## config.mk

```make
export PLATFORM = sky130hd
export DESIGN_NAME = vec_alu_seq
export DESIGN_NICKNAME = d
export VERILOG_FILES = /design/src/rtl/vec_alu_seq.sv
export SDC_FILE = /design/constraint.sdc
export NUM_CORES = 2
export LEC_CHECK = 0
export ABC_AREA = 1
export BUFFER_PORTS_ARGS = -buffer_cell sky130_fd_sc_hd__buf_2
export CAP_MARGIN = 20
export CORE_AREA = 5 5 345 347
export DETAILED_ROUTE_END_ITERATION = 7
export DIE_AREA = 0 0 350 352
export GPL_TIMING_DRIVEN = 0
export REMOVE_ABC_BUFFERS = 1
export SETUP_SLACK_MARGIN = 0.3
export SLEW_MARGIN = 10
export SYNTH_ARGS = -nofsm -noshare
export SYNTH_HDL_FRONTEND = slang
export SYNTH_SLANG_ARGS = --single-unit
```

## constraint.sdc

```tcl
create_clock -name clk -period 2.5 [get_ports clk]
set_input_delay 0.75 -clock clk [delete_from_list [all_inputs] [get_ports clk]]
set_output_delay 0.75 -clock clk [all_outputs]
set_load 0.02 [all_outputs]
```

## src/rtl/vec_alu_seq.sv

```systemverilog
// Vector sequencer: streams one element pair per cycle through a shared external ALU
// and collects the results. Optional per-element masking is enabled by VEC_ALU_SEQ_MASK_EN.
module vec_alu_seq #(
    parameter int NUM_ELEM = 8,
    parameter int XLEN     = 32
) (
    input  logic                     clk,
    input  logic                     rst_n,
    input  logic                     cmd_valid,
    output logic                     cmd_ready,
    input  logic [3:0]               cmd_sel,
    input  logic [4:0]               cmd_vl,
    input  logic [NUM_ELEM*XLEN-1:0] cmd_vs1,
    input  logic [NUM_ELEM*XLEN-1:0] cmd_vs2,
`ifdef VEC_ALU_SEQ_MASK_EN
    input  logic [NUM_ELEM-1:0]      cmd_mask,
    input  logic [NUM_ELEM*XLEN-1:0] cmd_vd_old,
`endif
    output logic [XLEN-1:0]          alu_opd1,
    output logic [XLEN-1:0]          alu_opd2,
    output logic [3:0]               alu_sel,
    input  logic [XLEN-1:0]          alu_result,
    output logic                     res_valid,
    input  logic                     res_ready,
    output logic [NUM_ELEM*XLEN-1:0] res_data,
    output logic                     res_allzero
);

    localparam int VW = NUM_ELEM * XLEN;

    typedef enum logic [1:0] {IDLE, RUN, DONE} state_t;

    state_t          state_q, state_d;
    logic [3:0]      sel_q, sel_d;
    logic [VW-1:0]   vs1_q, vs1_d;
    logic [VW-1:0]   vs2_q, vs2_d;
    logic [VW-1:0]   res_q, res_d;
    logic [4:0]      vl_q, vl_d;
    logic [4:0]      idx_q, idx_d;
    logic            allzero_q, allzero_d;
    logic [4:0]      vl_eff;
    logic [XLEN-1:0] elem1, elem2, wr_val;
    logic            wr_counts;
`ifdef VEC_ALU_SEQ_MASK_EN
    logic [NUM_ELEM-1:0] mask_q, mask_d;
    logic [VW-1:0]       vd_old_q, vd_old_d;
    logic [XLEN-1:0]     vd_elem;
    logic                elem_mask;
`endif

    assign vl_eff = (cmd_vl > 5'(NUM_ELEM)) ? 5'(NUM_ELEM) : cmd_vl;

    always_comb begin
        elem1 = '0;
        elem2 = '0;
`ifdef VEC_ALU_SEQ_MASK_EN
        vd_elem   = '0;
        elem_mask = 1'b0;
`endif
        for (int i = 0; i < NUM_ELEM; i++) begin
            if (idx_q == 5'(i)) begin
                elem1 = vs1_q[i*XLEN +: XLEN];
                elem2 = vs2_q[i*XLEN +: XLEN];
`ifdef VEC_ALU_SEQ_MASK_EN
                vd_elem   = vd_old_q[i*XLEN +: XLEN];
                elem_mask = mask_q[i];
`endif
            end
        end
    end

    // Masked-off elements keep their old destination value and do not vote on allzero.
    always_comb begin
`ifdef VEC_ALU_SEQ_MASK_EN
        wr_val    = elem_mask ? alu_result : vd_elem;
        wr_counts = elem_mask;
`else
        wr_val    = alu_result;
        wr_counts = 1'b1;
`endif
    end

    always_comb begin
        state_d   = state_q;
        sel_d     = sel_q;
        vs1_d     = vs1_q;
        vs2_d     = vs2_q;
        res_d     = res_q;
        vl_d      = vl_q;
        idx_d     = idx_q;
        allzero_d = allzero_q;
`ifdef VEC_ALU_SEQ_MASK_EN
        mask_d    = mask_q;
        vd_old_d  = vd_old_q;
`endif
        case (state_q)
            IDLE: begin
                if (cmd_valid) begin
                    sel_d     = cmd_sel;
                    vs1_d     = cmd_vs1;
                    vs2_d     = cmd_vs2;
                    vl_d      = vl_eff;
                    res_d     = '0;
                    idx_d     = '0;
                    allzero_d = 1'b1;
`ifdef VEC_ALU_SEQ_MASK_EN
                    mask_d    = cmd_mask;
                    vd_old_d  = cmd_vd_old;
`endif
                    state_d   = (vl_eff == 5'd0) ? DONE : RUN;
                end
            end
            RUN: begin
                for (int i = 0; i < NUM_ELEM; i++) begin
                    if (idx_q == 5'(i)) res_d[i*XLEN +: XLEN] = wr_val;
                end
                if (wr_counts && (alu_result != '0)) allzero_d = 1'b0;
                idx_d = idx_q + 5'd1;
                if (idx_q == vl_q - 5'd1) state_d = DONE;
            end
            DONE: begin
                if (res_ready) state_d = IDLE;
            end
            default: state_d = IDLE;
        endcase
    end

    always_ff @(posedge clk) begin
        if (!rst_n) begin
            state_q   <= IDLE;
            sel_q     <= '0;
            vs1_q     <= '0;
            vs2_q     <= '0;
            res_q     <= '0;
            vl_q      <= '0;
            idx_q     <= '0;
            allzero_q <= 1'b0;
`ifdef VEC_ALU_SEQ_MASK_EN
            mask_q    <= '0;
            vd_old_q  <= '0;
`endif
        end else begin
            state_q   <= state_d;
            sel_q     <= sel_d;
            vs1_q     <= vs1_d;
            vs2_q     <= vs2_d;
            res_q     <= res_d;
            vl_q      <= vl_d;
            idx_q     <= idx_d;
            allzero_q <= allzero_d;
`ifdef VEC_ALU_SEQ_MASK_EN
            mask_q    <= mask_d;
            vd_old_q  <= vd_old_d;
`endif
        end
    end

    assign cmd_ready   = (state_q == IDLE);
    assign res_valid   = (state_q == DONE);
    assign res_data    = res_q;
    assign res_allzero = allzero_q;
    assign alu_opd1    = (state_q == RUN) ? elem1 : '0;
    assign alu_opd2    = (state_q == RUN) ? elem2 : '0;
    assign alu_sel     = (state_q == RUN) ? sel_q : 4'd0;

endmodule

```

; Yosys cells after proc, flatten, opt, wreduce, memory -nomap -nowiden
; Cells that the tools add are included.
[classes]
n_addsub = 2
mux = 40
n_eq_ne = 22
reduce_logical = 17
magnitude_cmp = 1
[ops]
columns = cell, count
row1 = two-way mux 32 bit, 26
row2 = case mux 256 bit (2 select lines), 1
row3 = two-way mux 256 bit, 1
row4 = nonzero test 32 bit, 1
row5 = AND reduction 3 bit, 10
row6 = "inequality test 2 bit, second input constant", 11
row7 = "equality test 5 x 3 -> 1 bit, second input constant", 4
row8 = "equality test 5 x 2 -> 1 bit, second input constant", 2
row9 = logical NOT 5 bit, 2
row10 = two-way mux 5 bit, 2
row11 = case mux 5 bit (2 select lines), 1
row12 = two-way mux 2 bit, 4
row13 = case mux 2 bit (3 select lines), 1
row14 = "adder 5 x 1 -> 5 bit, second input constant", 1
row15 = "equality test 5 x 1 -> 1 bit, second input constant", 1
row16 = equality test 5 bit, 1
row17 = "> comparator 5 x 4 -> 1 bit, second input constant", 1
row18 = "subtractor 5 x 1 -> 5 bit, second input constant", 1
row19 = two-way mux 4 bit, 1
row20 = AND reduction 2 bit, 2
row21 = "equality test 2 x 1 -> 1 bit, second input constant", 1
row22 = "equality test 2 bit, second input constant", 1
row23 = logical NOT 2 bit, 1
row24 = two-way mux 1 bit, 2
row25 = other kinds (3), 3
[totals]
output_inout_bits = 327
reg_bits = 785
inputBits = 557

; Longest topological paths before layout
[depth]
word_depth = 10
ltp_mapped = 14
ltp_nobuf = 14

; Least setup slack after synthesis
; No wires, ideal clock.
[synth_timing]
path_kind = reg2out
start = reg idx_q[0]
end = out alu_opd1[0]
path_stages_with_launch = 12
path_slack_ps = -81
t_arrival_ps = 1831
path_cell_list = dfxtp_1 > ha_1 > inv_1 > nor2_2 > nand2_2 > buf_6 > clkinv_2 > buf_2 > nand2_1 > nand4_1 > nand2_1 > a21oi_1
[synth_between]
elab_chain_len = 10
[synth_lines]
columns = item, line_no
row1 = start: declaration, 39  ; logic [4:0] idx_q, idx_d;
row2 = start signal: assignment, 149  ; idx_q <= idx_d;
row3 = logical NOT 5 bit, 61  ; if (idx_q == 5'(i)) begin
row4 = two-way mux 32 bit (7 in series), 61
row5 = two-way mux 32 bit *, 61
row6 = two-way mux 32 bit *, 162  ; assign alu_opd1 = (state_q == RUN) ? elem1 : '0;
row7 = end: declaration, 19  ; output logic [XLEN-1:0] alu_opd1,
; Mark *: on every way between the ends. The rest lies on a longest branch, timed or not.

; Worst setup path after layout
[layout_timing]
start = reg idx_q[1]
end = out alu_opd1[27]
; The elaborated chain is that of the path after synthesis.

==> flow_metrics.py <==
metrics = {
    "min_path": {
        "timing.hold.worst_path_depth": 3,
        "hold_path_class": "primary input to flop",
    },
    "timing": {
        "worst_slew_pin_slew_ns": 1.23,
        "period_share_pct": 151,
        "final_hold_viol_count": 0,
        "worst_slack_ns": -1.27,
        "timing.fmax_ghz": 0.265,
        "worst_hold_slack_ns": 0.309,
        "post-route-min-period_ns": 3.77,
        "slew_margin_rel_pct": 17.4,
        "report.final.slew_viol_count": 0,
        "setup_violations": 67,
        "grt_setup_unrepaired": "yes",
        "final_total_negative_setup_slack_ns": -67.67,
        "finClkSkew_ns": 0.0633,
    },
    "floorplanning": {
        "start_util_pct": 29.1,
        "dieArea_um2": 123000,
        "core_area_um2": 116000,
        "die-width_um": 350,
        "die_h_um": 352,
        "core.rowCount": 125,
        "top_level_ports": 884,
    },
    "global_route": {
        "globalRouteTotalUtil_pct": 25.4,
        "first_global_vias": 34000,
        "grt_pass1_wl_um": 233000,
        "antenna_found_initial": 71,
        "overflow": 0,
        "pin_count_of_the_biggest_net_entering_global_routing": 152,
    },
    "power_and_ir_drop": {
        "share_seq_of_total_power_pct": 36.4,
        "worst_ir_drop_vdd_mv": 0.513,
        "net-switching-power_mw": 14.5,
        "cellLeakagePower_nw": 21.2,
        "intPower_mw": 26.8,
        "sw_frac_of_total_pct": 35.0,
        "power.share.clock_pct": 34.4,
        "comb_pwr_share_pct": 29.2,
        "power_per_cell_area_nw_per_um2": 860,
    },
    "finish": {
        "syn_to_final_growth_pct": 42.6,
        "nets": 6359,
        "layout-drive-gt1-share_pct": 27.9,
        "non_filler_cells_in_the_finished_layout": 7438,
    },
    "drt": {
        "detail_route.first_pass.iterations": 6,
        "detail_route.wl_per_cell_um": 24.0,
        "drt-initial-drc-count": 4539,
        "finalWirelength_um": 179000,
        "final_antenna_net_count": 0,
        "post-route-drc-count": 0,
        "post_drt_via_cell_ratio": 5.12,
        "detailroute.via_count": 38100,
    },
    "logic_synthesis": {
        "synth_top_cell_area_share_pct": 46.7,
        "synth_area_leader_cell": "sky130_fd_sc_hd__dfxtp_1",
        "syn_area_um2": 33700,
        "netlist_instances": 4924,
        "synth_most_common_cell": "sky130_fd_sc_hd__nor2_1",
        "synth_top_flop_cell": "sky130_fd_sc_hd__dfxtp_1",
        "synth_enable_flop_cells": 0,
        "synth-seq-cells": 785,
        "yosysSeqAreaShare_pct": 46.7,
        "fraction_of_synthesis_flops_using_an_asynchronous_set_or_reset_pin_pct": 0,
        "postSynthAreaPerCell_um2": 6.84,
        "ys_top_cells_by_count": "sky130_fd_sc_hd__nor2_1, sky130_fd_sc_hd__nand2_1, sky130_fd_sc_hd__dfxtp_1",
        "synthesis.yosys.warnings": 0,
        "post_synth_main_area_contributors": "sky130_fd_sc_hd__dfxtp_1, sky130_fd_sc_hd__nor2_1, sky130_fd_sc_hd__nand2_1, sky130_fd_sc_hd__o21ai_0, sky130_fd_sc_hd__a21oi_1",
        "post_synthesis_cell_type_count": 37,
    },
    "status": {
        "failed_checks": "negative setup slack",
        "outcome": "finished, violations left",
    },
    "cts": {
        "clkLatencyLatePin_ns": 0.69,
        "cts_num_sinks": 785,
        "postCtsHoldBufs": 0,
        "cts_tree": "built",
        "cts_max_level": 3,
        "clock_pin_transition_on_the_worst_setup_and_hold_timing_paths_ns": 0.06,
        "cts_buffers": 91,
        "max-clock-path-buffers": 3,
        "cts-root-buf": "sky130_fd_sc_hd__clkbuf_16",
    },
    "worst_setup_path": {
        "criticalPathCategory": "flop to primary output",
        "max_stage_delay_ns": 0.42,
        "crit_fanout": 38,
        "cp_slowest_cell": "sky130_fd_sc_hd__dfxtp_4",
        "worst_ep_arrival_time_ns": 3.02,
        "crit_path_start_kind": "flop",
        "worstPathRequired_ns": 1.75,
        "cp-end-kind": "primary output",
        "cp_cell_sequence": "ha_4 > inv_4 > nor2_4 > nand2_8 > buf_16 > o21ai_4 > inv_2 > nand2_4 > nand4_1 > nand2_1 > a21oi_2 > buf_4",
        "reg2reg_depth": 17,
    },
    "place": {
        "place.gp.congestion": 0.909,
        "place.port_buffers": 883,
        "place_hpwl_um": 95000,
        "placed_cells_incl_taps": 6999,
    },
    "job": {
        "drv.max_cap_violation_count": 0,
    },
}
[cell families (layout without fill, tap and decap cells)]
family / Yosys count / in the layout / synth area share, %
adders and majority gates: 5 / 5 / 0.186
DFF: 785 / 785 / 46.7
AOI/OAI and AO/OA: 1052 / 1055 / 16.1
buffers and inverters: 701 / 1631 / 8.87
and+or+nand+nor: 2381 / 2395 / 28.2
other: 0 / 43 / 0
[what timing repair did]
item	CTS	global route
setup endpoints to repair	626	679
pin swaps	57	182
gates resized for setup	340	325
buffers inserted	71	70
gates cloned	55	33
[through the flow]
| stage | setup slack (ns) | power, mW | instance area, um^2 | utilization, % |
|---|---|---|---|---|
| final | -1.27 | 41.3 | 48000 | 41.5 |
| after global routing | -1.26 | 42.9 | 48000 | 41.5 |
| after CTS | -1.19 | 39.6 | 45500 | 39.3 |
| after detailed placement | -1.58 | 24.2 | 39300 | 34.0 |
| after global placement | -23.07 | 24.5 | 38300 | 33.1 |
| after floorplan | -9.62 | 20.8 | 31900 | - |
[path summary, 6_finish.rpt]
check | from | to | slack, ns
min | cmd_vs1[215] | vs1_q[215] | 0.31
max reg2reg | idx_q[1] | res_data[239] | -0.02
max | idx_q[1] | alu_opd1[27] | -1.27
min reg2reg | res_data[18] | res_data[18] | 0.46
[layout by cell type, fill, tap and decap left out, drive strengths merged]
master / n
o21bai: 1
o31ai: 1
nand4: 128
nor3: 6
clkinv: 51
diode: 43
clkbuf: 162
bufinv: 6
ha: 5
o21ai: 783
inv: 309
nor4: 4
nand3: 76
nor2: 1212
clkinvlp: 3
bufbuf: 2
dfxtp: 785
a211oi: 1
o211ai: 1
a221oi: 1
nand2: 969
buf: 1098
a21oi: 267
[metal layers]
layer	part of all wire [%]	routed length (um)	vias up	track usage [%]
met5	0.073	130	-	0
met3	9.7	17400	507	5.24
li1	-	-	17500	-
met4	5.6	9970	20	13.2
met1	40	71500	17900	33.0
met2	45	79700	2176	39.9
[power groups by stage]
stage | logic, mW | registers (mW) | clock network (mW)
4_1_cts | 10.3 | 15.0 | 14.3
3_3_place_gp | 9.34 | 15.2 | 0
6_report | 12.1 | 15.0 | 14.2
5_1_grt | 12.9 | 15.2 | 14.8
3_5_place_dp | 8.98 | 15.2 | 0
2_1_floorplan | 5.31 | 15.5 | 0
[sequential cells by signal, indices dropped and copies added (netlist names)]
register,flops
idx_q,5
res_allzero,1
res_data,256
sel_q,4
state_q,2
vl_q,5
vs1_q,256
vs2_q,256
[worst max-delay path: cells and delay by family, from the launching register on]
| kind | cells | cell delay (ns) |
|---|---|---|
| compound gates | 2 | 0.21 |
| fa+ha+maj | 1 | 0.19 |
| buf+inv | 4 | 0.45 |
| flops | 1 | 0.42 |
| simple gates | 5 | 0.93 |
[final cells by class]
type | count | area, um^2
Clock inverter | 30 | 448
Timing Repair Buffer | 1125 | 9160
Timing Repair inverter | 7 | 96.3
Clock buffer | 137 | 2750
Multi-Input combinational cell | 3455 | 16400
Sequential cell | 785 | 15700
Antenna cell | 43 | 108
Fill cell | 11800 | 67600
Tap cell | 1524 | 1910
Inverter | 332 | 1440
Power figures use the tool's default switching activity.
